$ cat config.mk
export PLATFORM = sky130hd
export DESIGN_NAME = dmem_port_arbiter
export DESIGN_NICKNAME = d
export VERILOG_FILES = /design/src/rtl/dmem_port_arbiter_pkg.sv /design/src/rtl/dmem_port_arbiter_rr_pick2.sv /design/src/rtl/dmem_port_arbiter.sv
export SDC_FILE = /design/constraint.sdc
export NUM_CORES = 1
export LEC_CHECK = 0
export BUFFER_PORTS_ARGS = -buffer_cell sky130_fd_sc_hd__clkbuf_2
export CAP_MARGIN = 20
export CORE_AREA = 2 2 97 146
export DETAILED_ROUTE_END_ITERATION = 10
export DIE_AREA = 0 0 99 148
export PLACE_DENSITY = 0.72
export SLEW_MARGIN = 25
export SYNTH_ARGS = -nofsm -noshare
export SYNTH_HDL_FRONTEND = slang
export SYNTH_SLANG_ARGS = --single-unit
$ cat constraint.sdc
create_clock -name clk -period 1.9 [get_ports clk]
set_input_delay 0.38 -clock clk [delete_from_list [all_inputs] [get_ports clk]]
set_output_delay 0.38 -clock clk [all_outputs]
set_load 0.05 [all_outputs]
$ cat src/rtl/dmem_port_arbiter_pkg.sv
// Shared encodings for the data-memory port arbiter: FSM states, port ids and
// memory direction codes.
package dmem_port_arbiter_pkg;

    typedef enum logic [1:0] {
        ST_IDLE   = 2'd0,
        ST_ACCESS = 2'd1,
        ST_RESP   = 2'd2
    } arb_state_t;

    localparam logic PORT_CPU = 1'b0;
    localparam logic PORT_LDR = 1'b1;

    localparam logic MEM_RD = 1'b0;
    localparam logic MEM_WR = 1'b1;

endpackage

$ cat src/rtl/dmem_port_arbiter_rr_pick2.sv
// Two-way round-robin picker. Purely combinational; the history bit (last)
// is owned by the caller so it can be reset and updated with the grant.
module rr_pick2
    import dmem_port_arbiter_pkg::*;
(
    input  logic [1:0] req,
    input  logic       last,
    output logic       gnt,
    output logic       valid
);

    // A tie goes to the port that did not win last time; otherwise the lone requester.
    always_comb begin
        valid = |req;
        gnt   = PORT_CPU;
        if (&req) begin
            gnt = ~last;
        end else if (req[PORT_LDR]) begin
            gnt = PORT_LDR;
        end
    end

endmodule

$ cat src/rtl/dmem_port_arbiter.sv
// Arbitrates the single word-wide data memory between the CPU port (0) and the
// loader/debug port (1). One transaction every three cycles: IDLE grants,
// ACCESS drives the memory, RESP pulses ack (or err for a rejected address).
module dmem_port_arbiter
    import dmem_port_arbiter_pkg::*;
#(
    parameter int ADDR_W    = 32,
    parameter int DATA_W    = 32,
    parameter int MEM_BYTES = 21
) (
    input  logic              clk,
    input  logic              rst_n,
    input  logic              p0_req,
    input  logic              p0_we,
    input  logic [ADDR_W-1:0] p0_addr,
    input  logic [DATA_W-1:0] p0_wdata,
    output logic [DATA_W-1:0] p0_rdata,
    output logic              p0_ack,
    output logic              p0_err,
    input  logic              p1_req,
    input  logic              p1_we,
    input  logic [ADDR_W-1:0] p1_addr,
    input  logic [DATA_W-1:0] p1_wdata,
    output logic [DATA_W-1:0] p1_rdata,
    output logic              p1_ack,
    output logic              p1_err,
    output logic [ADDR_W-1:0] mem_addr,
    output logic [DATA_W-1:0] mem_wdata,
    output logic              mem_rw,
    input  logic [DATA_W-1:0] mem_rdata,
    output logic              busy,
    output logic              gnt_id
);

    // Highest word-aligned address whose four bytes all lie inside the memory.
    localparam logic [ADDR_W-1:0] MAX_ADDR = ADDR_W'(MEM_BYTES - 4);

    function automatic logic addr_ok(input logic [ADDR_W-1:0] a);
        return (a[1:0] == 2'b00) && (a <= MAX_ADDR);
    endfunction

    arb_state_t        state, state_d;
    logic              rr_last;
    logic              pick_gnt, pick_vld;
    logic              sel_we, sel_ok;
    logic [ADDR_W-1:0] sel_addr;
    logic [DATA_W-1:0] sel_wdata;
    logic              start_access, start_reject;
    logic              we_q;

    rr_pick2 u_pick (
        .req   ({p1_req, p0_req}),
        .last  (rr_last),
        .gnt   (pick_gnt),
        .valid (pick_vld)
    );

    // Mux the winning requester's fields and classify its address.
    always_comb begin
        sel_we       = pick_gnt ? p1_we    : p0_we;
        sel_addr     = pick_gnt ? p1_addr  : p0_addr;
        sel_wdata    = pick_gnt ? p1_wdata : p0_wdata;
        sel_ok       = addr_ok(sel_addr);
        start_access = (state == ST_IDLE) && pick_vld && sel_ok;
        start_reject = (state == ST_IDLE) && pick_vld && !sel_ok;
    end

    // Next state: rejected requests skip the memory cycle and go straight to RESP.
    always_comb begin
        state_d = state;
        unique case (state)
            ST_IDLE:   if (pick_vld) state_d = sel_ok ? ST_ACCESS : ST_RESP;
            ST_ACCESS: state_d = ST_RESP;
            ST_RESP:   state_d = ST_IDLE;
            default:   state_d = ST_IDLE;
        endcase
    end

    // State register and busy flag (busy mirrors "not IDLE" as a registered output).
    always_ff @(posedge clk) begin
        if (!rst_n) begin
            state <= ST_IDLE;
            busy  <= 1'b0;
        end else begin
            state <= state_d;
            busy  <= (state_d != ST_IDLE);
        end
    end

    // Grant bookkeeping: round-robin history, owner id and the captured direction.
    always_ff @(posedge clk) begin
        if (!rst_n) begin
            rr_last <= PORT_LDR;
            gnt_id  <= PORT_CPU;
            we_q    <= 1'b0;
        end else if (state == ST_IDLE && pick_vld) begin
            rr_last <= pick_gnt;
            gnt_id  <= pick_gnt;
            we_q    <= sel_we;
        end
    end

    // Memory side: mem_addr/mem_wdata double as the captured request registers, so
    // they only load on an accepted grant and hold otherwise; mem_rw is a one-cycle strobe.
    always_ff @(posedge clk) begin
        if (!rst_n) begin
            mem_addr  <= '0;
            mem_wdata <= '0;
            mem_rw    <= MEM_RD;
        end else begin
            mem_rw <= MEM_RD;
            if (start_access) begin
                mem_addr  <= sel_addr;
                mem_wdata <= sel_wdata;
                mem_rw    <= sel_we ? MEM_WR : MEM_RD;
            end
        end
    end

    // Requester side: ack/err pulses for the owner, load data latched at the end of ACCESS.
    always_ff @(posedge clk) begin
        if (!rst_n) begin
            p0_ack   <= 1'b0;
            p0_err   <= 1'b0;
            p1_ack   <= 1'b0;
            p1_err   <= 1'b0;
            p0_rdata <= '0;
            p1_rdata <= '0;
        end else begin
            p0_ack <= 1'b0;
            p0_err <= 1'b0;
            p1_ack <= 1'b0;
            p1_err <= 1'b0;
            if (state == ST_ACCESS) begin
                if (gnt_id == PORT_LDR) p1_ack <= 1'b1;
                else                    p0_ack <= 1'b1;
                if (!we_q) begin
                    if (gnt_id == PORT_LDR) p1_rdata <= mem_rdata;
                    else                    p0_rdata <= mem_rdata;
                end
            end
            if (start_reject) begin
                if (pick_gnt == PORT_LDR) p1_err <= 1'b1;
                else                      p0_err <= 1'b1;
            end
        end
    end

endmodule

# [Word-level counts from Yosys, hierarchy flattened]
# Cells that the tools add are included.
[word_totals] ff_bits=139 latch_bits=0 ram_bits=0 rom_bits=0 out_inout_bits=135 n_memories=0
[op_classes] addsub=0 n_mul=0 div_mod_pow=0 n_lt_le_gt_ge=1 n_eq_ne=1 shifts=0 n_mux=13 n_bitwise=3 reduce_logical=15
[op_table] op="32-bit two-way mux" count=2
[op_table] op="32-bit by 5-bit <= comparator with 1-bit output, second input constant" count=1
[op_table] op="1-bit two-way mux" count=8
[op_table] op="2-bit AND reduction" count=4
[op_table] op="3-bit AND reduction" count=2
[op_table] op="1-bit logical AND" count=4
[op_table] op="2-bit zero test" count=2
[op_table] op="2-bit two-way mux" count=2
[op_table] op="2-bit one-hot mux with 2 select lines" count=1
[op_table] op="1-bit inverter" count=3
[op_table] op="2-bit by 1-bit == test with 1-bit output, second input constant" count=1
[op_table] op="2-bit nonzero test" count=1
[op_table] op="2-bit OR reduction" count=1
[op_table] op="1-bit zero test" count=1

# [Longest topological paths before layout]
# Gate-level depths: netlist (run 1).
[depth] depth_word=9 mapped_depth=9 ltp_nobuf=6

# [Modules after synthesis]
# Synthesis (run 1) repeated with hierarchy kept, for this count alone.
[unflattened] hier_cells=607 hier_area_um2=5554.1
[by_module_without_submodules] mod="dmem_port_arbiter" n_inst=1 cells_each=605 area_each_um2=5540.3 seq_area_each_um2=2782.7
[by_module_without_submodules] mod="rr_pick2" n_inst=1 cells_each=2 area_each_um2=13.8 seq_area_each_um2=0.0

# [Worst setup path before layout (run 1)]
# Ideal clock, no wire load.
[synth_timing] path_kind="input-to-reg" from="input port p0_addr[6]" to="register mem_addr[23]" arrival_ns=1.855 path_slack_ns=-0.070 cell_stages=6 path_buffers=1 cell_sequence="or4_1 nor4_2 o22ai_1 or2_4 buf_6 and3_1"
[synth_via] elab_chain_cells=4
[synth_lines] item="from (decl)" line="dmem_port_arbiter.sv:15" rtl="input logic [ADDR_W-1:0] p0_addr,"
[synth_lines] item="32-bit two-way mux" line="dmem_port_arbiter.sv:61" rtl="sel_addr = pick_gnt ? p1_addr : p0_addr;"
[synth_lines] item="32-bit by 5-bit <= comparator with 1-bit output" line="dmem_port_arbiter.sv:39" rtl="return (a[1:0] == 2'b00) && (a <= MAX_ADDR);"
[synth_lines] item="1-bit logical AND" line="dmem_port_arbiter.sv:39"
[synth_lines] item="1-bit logical AND" line="dmem_port_arbiter.sv:64" rtl="start_access = (state == ST_IDLE) && pick_vld && sel_ok;"
[synth_lines] item="to (signal assigned)" line="dmem_port_arbiter.sv:113" rtl="mem_addr <= sel_addr;"
[synth_lines] item="to (decl)" line="dmem_port_arbiter.sv:27" rtl="output logic [ADDR_W-1:0] mem_addr,"
# Every way passes these cells.
# A chain may end at the register's enable or synchronous reset.

# [Final worst setup path (run 1)]
[layout_timing] from="register rr_last" to="register we_q"
[layout_via] elab_chain_cells=3
[layout_lines] item="from (decl)" line="dmem_port_arbiter.sv:43" rtl="logic rr_last;"
[layout_lines] item="from (signal assigned)" line="dmem_port_arbiter.sv:97" rtl="rr_last <= pick_gnt;"
[layout_lines] item="1-bit inverter" line="dmem_port_arbiter_rr_pick2.sv:17" rtl="gnt = ~last;"
[layout_lines] item="1-bit two-way mux" line="dmem_port_arbiter_rr_pick2.sv:16" rtl="if (&req) begin"
[layout_lines] item="1-bit two-way mux" line="dmem_port_arbiter.sv:60" rtl="sel_we = pick_gnt ? p1_we : p0_we;"
[layout_lines] item="to (signal assigned)" line="dmem_port_arbiter.sv:99" rtl="we_q <= sel_we;"
[layout_lines] item="to (decl)" line="dmem_port_arbiter.sv:49" rtl="logic we_q;"
# Every way passes these cells.

==> impl_metrics.ini, run 1 <==
[synth]
async_flop_share = 0
synth_edf_count = 0
synth_seq_area_share = 0.528
synth_warnings = 0
synth_mux_area_frac = 0.0684
synthCells = 568
synth_fp_nets = 734
synth_seq_cells = 139
synth_cell_types = 29
syn-cell-area_um2 = 5270
synth_compound_area_frac = 0.161
synth-xor-area-share = 0
yosys.area_share.simple = 0.196
syn_avg_cell_area_um2 = 9.27
synth_fa_ha_area_frac = 0
ys.flop_type = dfxtp_1
synth_top_family_by_area = simple AND/OR/NAND/NOR gates

[clocking]
cts_sinks = 139
postCtsSetupBuffers = 0
clk_latency_ps = 410
cts_hold_buf = 0
clk_pin_slew_ps = 60
htreeDepth = 4
cts_tree = built
numCtsBuffers = 17
clock_path_buffers = 2
root_buffer = clkbuf_16
ctsResizeCount = 0

[run_status]
outcome = finished clean

[setup_path]
worstSetupPathType = reg -> reg
r2r-end = we_q
required_ps = 2170
cp-start-kind = flop
reg2regPathDepth = 5
rrSetupSlack_ps = 140
cp.arrival_ps = 2030
r2r-start = rr_last
crit_path_end_kind = flop
critPathMaxFanout = 34

[worst_hold_path]
hp-start = mem_rdata[14]
holdPathStages = 3
holdPathEnd = p0_rdata[14]
min_path_type = in -> reg

[floorplanning]
chipWidth_um = 99
die_h_um = 148
fp.dieArea_um2 = 14700
core_um2 = 13300
ios = 301
row_count = 52
initial_core_util = 0.395

[sta]
rsz0062_at_grt = no
fin_worst_skew_ps = 7.41
min_period_ps = 1760
slew-limit-headroom = 0.627
hold_viol_final = 0
fin_crit_sh = 0.925
worst_pin_slew_ps = 560
maxSlewViolCount = 0
clock.fmax_ghz = 0.569
setup_viol = 0

[route]
viasPerCell = 4.93
drtPass1Iterations = 6
ant_nets = 0
drtIter0Drc = 123
num_vias = 5116
wl_um = 14800
route.detailed.drc = 0
wl_per_cell_um = 14.2

[finish]
nets = 1028
fill_cells = 1275
fin_cells = 1037
drive_gt1_frac = 0.450
final_common_cell = clkbuf_2
area.growth.synth_to_final_pct = 42.9
layout_common_cells = clkbuf_2, dfxtp_1, nand2_1, a21oi_1, nor2_1
antenna_cells = 0
fin_util = 0.564

[power]
ir_worst_vdd_uv = 524
powerDensity_nw_per_um2 = 882
p_leak_uw = 0.00357

[global_routing]
grt_pass1_vias = 4821
grt-ovfl-total = 0
grt_max_degree = 75
antenna_found_initial = 0
grt_pass1_wl_um = 22700
grt_util_all_layers = 0.192

[place]
place_inst = 1005
dp_hpwl_um = 11100
gp_congestion = 0.805
port_buffers = 300

[flow_run]
drv_cap = 0
-- worst max-delay path, cell delays in order (launching register included) --
cell	delay, ps
dfxtp_1	360
a21bo_2	170
buf_4	470
mux2i_1	380
buf_4	180
a211oi_1	60
-- routing by layer --
| metal | global-route usage | vias up | share of wire |
|---|---|---|---|
| met1 | 0.216 | 2343 | 0.39 |
| met5 | 0 | - | 0 |
| met3 | 0.0478 | 14 | 0.066 |
| met4 | 0.0527 | 0 | 0.012 |
| met2 | 0.356 | 218 | 0.53 |
| li1 | - | 2541 | - |
-- cell usage after synthesis (2+ instances only) --
library cell / count / area [µm²]
a211oi_2: 35 / 438
a21oi_1: 68 / 340
and3_1: 30 / 188
buf_4: 3 / 22.5
buf_6: 8 / 90.1
clkbuf_1: 31 / 116
dfxtp_1: 139 / 2780
mux2i_1: 36 / 360
nand2_1: 133 / 499
nand4_1: 4 / 25.0
nor2_1: 43 / 161
nor3_1: 7 / 35.0
nor4_1: 11 / 68.8
o21ai_0: 4 / 20.0
or3_1: 2 / 12.5
-- cell families after synthesis --
| family | count (synthesis) |
|---|---|
| AO/OA/AOI/OAI | 113 |
| buffers and inverters | 45 |
| flip-flops | 139 |
| multiplexers | 36 |
| AND/OR/NAND/NOR | 235 |
-- power by group --
group / internal, µW / switching, µW / total (µW) / leakage, µW
combinational: 204 / 227 / 431 / 0.00216
sequential: 2920 / 8.57 / 2930 / 0.00112
clock: 1890 / 1390 / 3270 / 0.000285
total: 5020 / 1620 / 6640 / 0.00357
-- state kept, by name (all words and copies together) (netlist names) --
| register | flops |
|---|---|
| p1_err | 1 |
| mem_rw | 1 |
| busy | 1 |
| p0_err | 1 |
| p0_ack | 1 |
| mem_addr | 32 |
| we_q | 1 |
| rr_last | 1 |
| p1_ack | 1 |
| mem_wdata | 32 |
| gnt_id | 1 |
| p1_rdata | 32 |
| p0_rdata | 32 |
| state | 2 |
-- metrics by stage --
step | power (µW) | worst slack [ps] | hold WS, ps | cell area (µm²) | TNS, ps
6_report | 6640 | 143 | 201 | 7530 | 0
5_1_grt | 6850 | 10.5 | 188 | 7530 | 0
4_1_cts | 6710 | 114 | 183 | 7530 | 0
3_5_place_dp | 3430 | -239 | 447 | 6940 | -12850
3_3_place_gp | 3430 | -199 | 441 | 6940 | -11170
2_1_floorplan | 3180 | -24.6 | 508 | 5280 | -590
-- worst max path at each step --
stage / slack (ps) / to / start
6_report: 140 / we_q / rr_last
5_1_grt: 10 / we_q / rr_last
4_1_cts: 110 / we_q / rr_last
3_5_place_dp: -240 / mem_wdata[8] / p0_addr[6]
3_3_place_gp: -200 / mem_wdata[0] / p0_addr[6]
2_1_floorplan: -20 / mem_addr[23] / p0_addr[6]
-- layout make-up --
class	instances	area [µm²]	share of cell area
clock buffers	18	439	0.0583
clock inverters	14	154	0.0204
inverters	2	10.0	0.00133
multi-input cells	384	2270	0.301
flip-flops and latches	139	2780	0.370
well taps	162	203	0.0269
repair buffers	318	1670	0.222
(Power assumes the default switching activity.)
==> run 2, diff against run 1 <==
--- a/config.mk
+++ b/config.mk
@@ -10,6 +10,7 @@
 export CORE_AREA = 2 2 97 146
 export DETAILED_ROUTE_END_ITERATION = 10
 export DIE_AREA = 0 0 99 148
+export MAX_ROUTING_LAYER = met4
 export PLACE_DENSITY = 0.72
 export SLEW_MARGIN = 25
 export SYNTH_ARGS = -nofsm -noshare
==> run 2 against run 1 <==
Clock skew increased by 2.6 ps. Sequential share of layout area unchanged. Sequential power about the same. Critical path type unchanged. Core utilization unchanged. Critical endpoint unchanged.
==> impl_metrics.ini, run 2 (synthesized netlist as in run 1, its figures left out) <==
[run_status]
outcome = finished clean

[place]
gp_congestion = 0.817
placed_area_um2 = 6940
dp_hpwl_um = 11100
place_inst = 1005
port_buffers = 300

[worst_hold_path]
holdPathEnd = p1_rdata[14]
hp-start = mem_rdata[14]
min_path_type = in -> reg
holdPathStages = 3

[route]
viasPerCell = 4.92
wl_per_cell_um = 14.2
num_vias = 5104
ant_nets = 0
drtIter0Drc = 140
drtPass1Iterations = 6
wl_um = 14800
route.detailed.drc = 0

[flow_run]
drv_cap = 0

[setup_path]
cp.arrival_ps = 2030
required_ps = 2170
r2r-end = we_q
critPathMaxFanout = 34
worstSetupPathType = reg -> reg
reg2regPathDepth = 5
r2r-start = rr_last
crit_path_end_kind = flop
cp-start-kind = flop
rrSetupSlack_ps = 140

[global_routing]
antenna_found_initial = 0
grt_pass1_vias = 4812
grt_max_degree = 75
grt_pass1_wl_um = 22700
grt-ovfl-total = 0
grt_util_all_layers = 0.198

[finish]
antenna_cells = 0
final_common_cell = clkbuf_2
fin_cells = 1037
area.growth.synth_to_final_pct = 42.9
drive_gt1_frac = 0.450
nets = 1028
layout_common_cells = clkbuf_2, dfxtp_1, nand2_1, a21oi_1, nor2_1
fin_area_um2 = 7530

[power]
ir_worst_vdd_uv = 524
p_leak_uw = 0.00357
powerDensity_nw_per_um2 = 881
total_power_uw = 6630

[sta]
setup_tns_ps = 0
worst_pin_slew_ps = 556
whs_ps = 198
min_period_ps = 1760
maxSlewViolCount = 0
clock.fmax_ghz = 0.569
fin_crit_sh = 0.925
slew-limit-headroom = 0.629
rsz0062_at_grt = no
fin_worst_skew_ps = 10.0
setup_viol = 0
hold_viol_final = 0

[clocking]
numCtsBuffers = 17
clk_latency_ps = 410
cts_tree = built
root_buffer = clkbuf_16
cts_hold_buf = 0
clk_pin_slew_ps = 60
postCtsSetupBuffers = 0
htreeDepth = 4
clock_path_buffers = 2
cts_sinks = 139
ctsResizeCount = 0

[floorplanning]
ios = 301
fp.dieArea_um2 = 14700
chipWidth_um = 99
die_h_um = 148
row_count = 52
core_um2 = 13300
initial_core_util = 0.395
==> run 2: cell counts in the layout (fill, tap and decap cells not counted) <==
Identical to the previous run, type by type.
==> run 2: through the flow <==
step / util / setup slack, ps
3_3_place_gp: 0.520 / -199
5_1_grt: 0.564 / 7.50
6_report: 0.564 / 142
3_5_place_dp: 0.520 / -239
4_1_cts: 0.564 / 114
2_1_floorplan: - / -24.6
==> run 2: worst max-delay path, cell delays in order, from the launching register on <==
cell and delay [ps]:
dfxtp_1 360, a21bo_2 170, buf_4 460, mux2i_1 380
buf_4 180, a211oi_1 60
==> run 2: power by group <==
group	internal, µW	leakage (µW)	switching, µW
clock	1890	0.000285	1380
sequential	2920	0.00112	8.77
combinational	204	0.00216	226
==> run 2: metal layers <==
metal  vias to the layer above  share of wire  track usage
met3                        15          0.060       0.0440
li1                       2544              -            -
met2                       211           0.54        0.354
met5                         -              0            -
met1                      2334           0.40        0.221
met4                         0         0.0072       0.0527
==> run 2: worst max-delay path by stage <==
stage                     from           end  slack (ps)  depth (start not counted)
floorplan           p0_addr[6]  mem_addr[23]         -20                          6
global placement    p0_addr[6]  mem_wdata[0]        -200                          7
detailed placement  p0_addr[6]  mem_wdata[8]        -240                          7
CTS                    rr_last          we_q         110                          5
global route           rr_last          we_q           8                          5
finish                 rr_last          we_q         140                          5
==> run 2: final cells by class <==
cell class                 instances  area, µm²
fill                            1275       5810
clock buffer                      18        439
tap                              162        203
inverter                           2       10.0
sequential                       139       2780
timing repair buffer             318       1670
multi-input combinational        384       2270
clock inverter                    14        154
==> run 3, diff against run 2 <==
--- a/config.mk
+++ b/config.mk
@@ -7,11 +7,12 @@
 export LEC_CHECK = 0
 export BUFFER_PORTS_ARGS = -buffer_cell sky130_fd_sc_hd__clkbuf_2
 export CAP_MARGIN = 20
-export CORE_AREA = 2 2 97 146
+export CORE_AREA = 2 2 116 118
+export CTS_CLUSTER_DIAMETER = 100
 export DETAILED_ROUTE_END_ITERATION = 10
-export DIE_AREA = 0 0 99 148
+export DIE_AREA = 0 0 118 120
 export MAX_ROUTING_LAYER = met4
-export PLACE_DENSITY = 0.72
+export PLACE_DENSITY = 0.71
 export SLEW_MARGIN = 25
 export SYNTH_ARGS = -nofsm -noshare
 export SYNTH_HDL_FRONTEND = slang
==> constraint.sdc (replaced) <==
create_clock -name clk -period 2.1 [get_ports clk]
set_input_delay 0.42 -clock clk [delete_from_list [all_inputs] [get_ports clk]]
set_output_delay 0.42 -clock clk [all_outputs]
set_load 0.05 [all_outputs]
==> run 3 against run 2 <==
Sequential power decreased by 9.2%. Die area fell by 3.4%. Flip-flop and latch count unchanged. Core utilization grew 1.8 points. Worst hold slack better by 28 ps. Clock power decreased by 10%. Fmax is 4.1% lower. Clock skew decreased by 0.56 ps. Global-route usage is 2.5 points higher. Via count down 1.1%. Combinational power is 9.5% lower. Critical path type unchanged. Largest power group unchanged. Highest routed layer unchanged.
==> impl_metrics.ini, run 3 (synthesized netlist as in run 1, its figures left out) <==
[power]
p_switching_uw = 1310
total_power_uw = 5980
combinationalPowerShare = 0.065
intPower_uw = 4670
ir_worst_vdd_uv = 559
p_leak_uw = 0.00355
seq_power_share = 0.444
switching_share = 0.219
powerDensity_nw_per_um2 = 792
power_frac_clock = 0.491

[setup_path]
cp-start-kind = flop
required_ps = 2440
r2r-end = mem_wdata[25]
worstSetupPathType = reg -> reg
reg2regPathDepth = 7
r2r-start = rr_last
crit_path_end_kind = flop
cp.arrival_ps = 2170
crit_start = rr_last
critPathMaxFanout = 13
crit_path_end = mem_wdata[25]
rrSetupSlack_ps = 270

[global_routing]
grt-ovfl-total = 0
grt_util_all_layers = 0.223
grt_max_degree = 36
grt_pass1_vias = 4835
antenna_found_initial = 1
grt_pass1_wl_um = 24100

[route]
ant_nets = 0
wl_um = 15200
wl_per_cell_um = 14.5
num_vias = 5048
route.detailed.drc = 0
drtPass1Iterations = 6
drtIter0Drc = 233
viasPerCell = 4.80

[sta]
fin_worst_skew_ps = 9.49
min_period_ps = 1830
setup_tns_ps = 0
maxSlewViolCount = 0
clock.fmax_ghz = 0.545
fin_ws_ps = 267
setup_viol = 0
fin_crit_sh = 0.873
hold_viol_final = 0
worst_pin_slew_ps = 529
whs_ps = 226
slew-limit-headroom = 0.647
rsz0062_at_grt = no

[finish]
layout_common_cells = clkbuf_2, dfxtp_1, nand2_1, a21oi_1, nor2_1
area.growth.synth_to_final_pct = 43.5
drive_gt1_frac = 0.447
nets = 1028
final_common_cell = clkbuf_2
fin_util = 0.582

[place]
gp_congestion = 0.867
dp_hpwl_um = 11500
post-place-ws_ps = -160
port_buffers = 300

[floorplanning]
ios = 301
initial_core_util = 0.406
core_um2 = 13000
row_count = 42
chipWidth_um = 118
fp.dieArea_um2 = 14200
die_h_um = 120

[clocking]
clock_path_buffers = 2
clk_latency_ps = 420
root_buffer = clkbuf_16
cts_tree = built
postCtsSetupBuffers = 0
numCtsBuffers = 17
cts_hold_buf = 0
cts_sinks = 139
clk_pin_slew_ps = 60
htreeDepth = 4
ctsResizeCount = 0

[worst_hold_path]
min_path_type = in -> reg

[flow_run]
drv_cap = 0

[run_status]
outcome = finished clean
==> run 3: worst min-delay path by stage <==
| stage | start | end | slack [ps] | cells past startpoint |
|---|---|---|---|---|
| 6_report | mem_rdata[13] | p0_rdata[13] | 230 | 3 |
| 5_1_grt | mem_rdata[6] | p1_rdata[6] | 220 | 3 |
| 4_1_cts | mem_rdata[6] | p1_rdata[6] | 210 | 3 |
| 3_5_place_dp | p0_rdata[31] | p0_rdata[31] | 450 | 2 |
| 3_3_place_gp | p0_rdata[30] | p0_rdata[30] | 440 | 2 |
| 2_1_floorplan | we_q | we_q | 510 | 2 |
==> run 3: worst max-delay path: stages (launching register included) <==
cell      delay (ps)
dfxtp_1          370
a21bo_2          200
nand4_1          120
nor4_2           220
o221a_2          330
buf_4            240
nor2_1            80
a211oi_2         200
==> run 3: cell type report <==
cell class                      instances  area (µm²)
Fill cell                            1221        5420
Multi-Input combinational cell        384        2250
Clock buffer                           22         474
Timing Repair Buffer                  318        1700
Clock inverter                         10         116
Antenna cell                            1        2.50
Tap cell                              176         220
Inverter                                2        10.0
Sequential cell                       139        2780
==> run 3: routing by layer <==
metal / vias to the layer above / wire (µm) / GRT usage
li1: 2532 / - / -
met2: 191 / 7340 / 0.356
met3: 24 / 963 / 0.0661
met4: 0 / 320 / 0.0949
met1: 2301 / 6620 / 0.264
met5: - / 0 / -
==> run 3: power by group through the flow <==
stage	clock [µW]	sequential, µW	combinational [µW]
after floorplan	0	2730	151
after global placement	0	2710	390
after detailed placement	0	2710	391
after CTS	2990	2660	393
after global routing	3110	2660	425
final	2940	2660	390
==> run 3: through the flow <==
| stage | cells | cell area [µm²] |
|---|---|---|
| floorplan | 568 | 5270 |
| finish | 1052 | 7560 |
| detailed placement | 1019 | 6970 |
| CTS | 1051 | 7560 |
| global route | 1052 | 7560 |
| global placement | 1019 | 6970 |
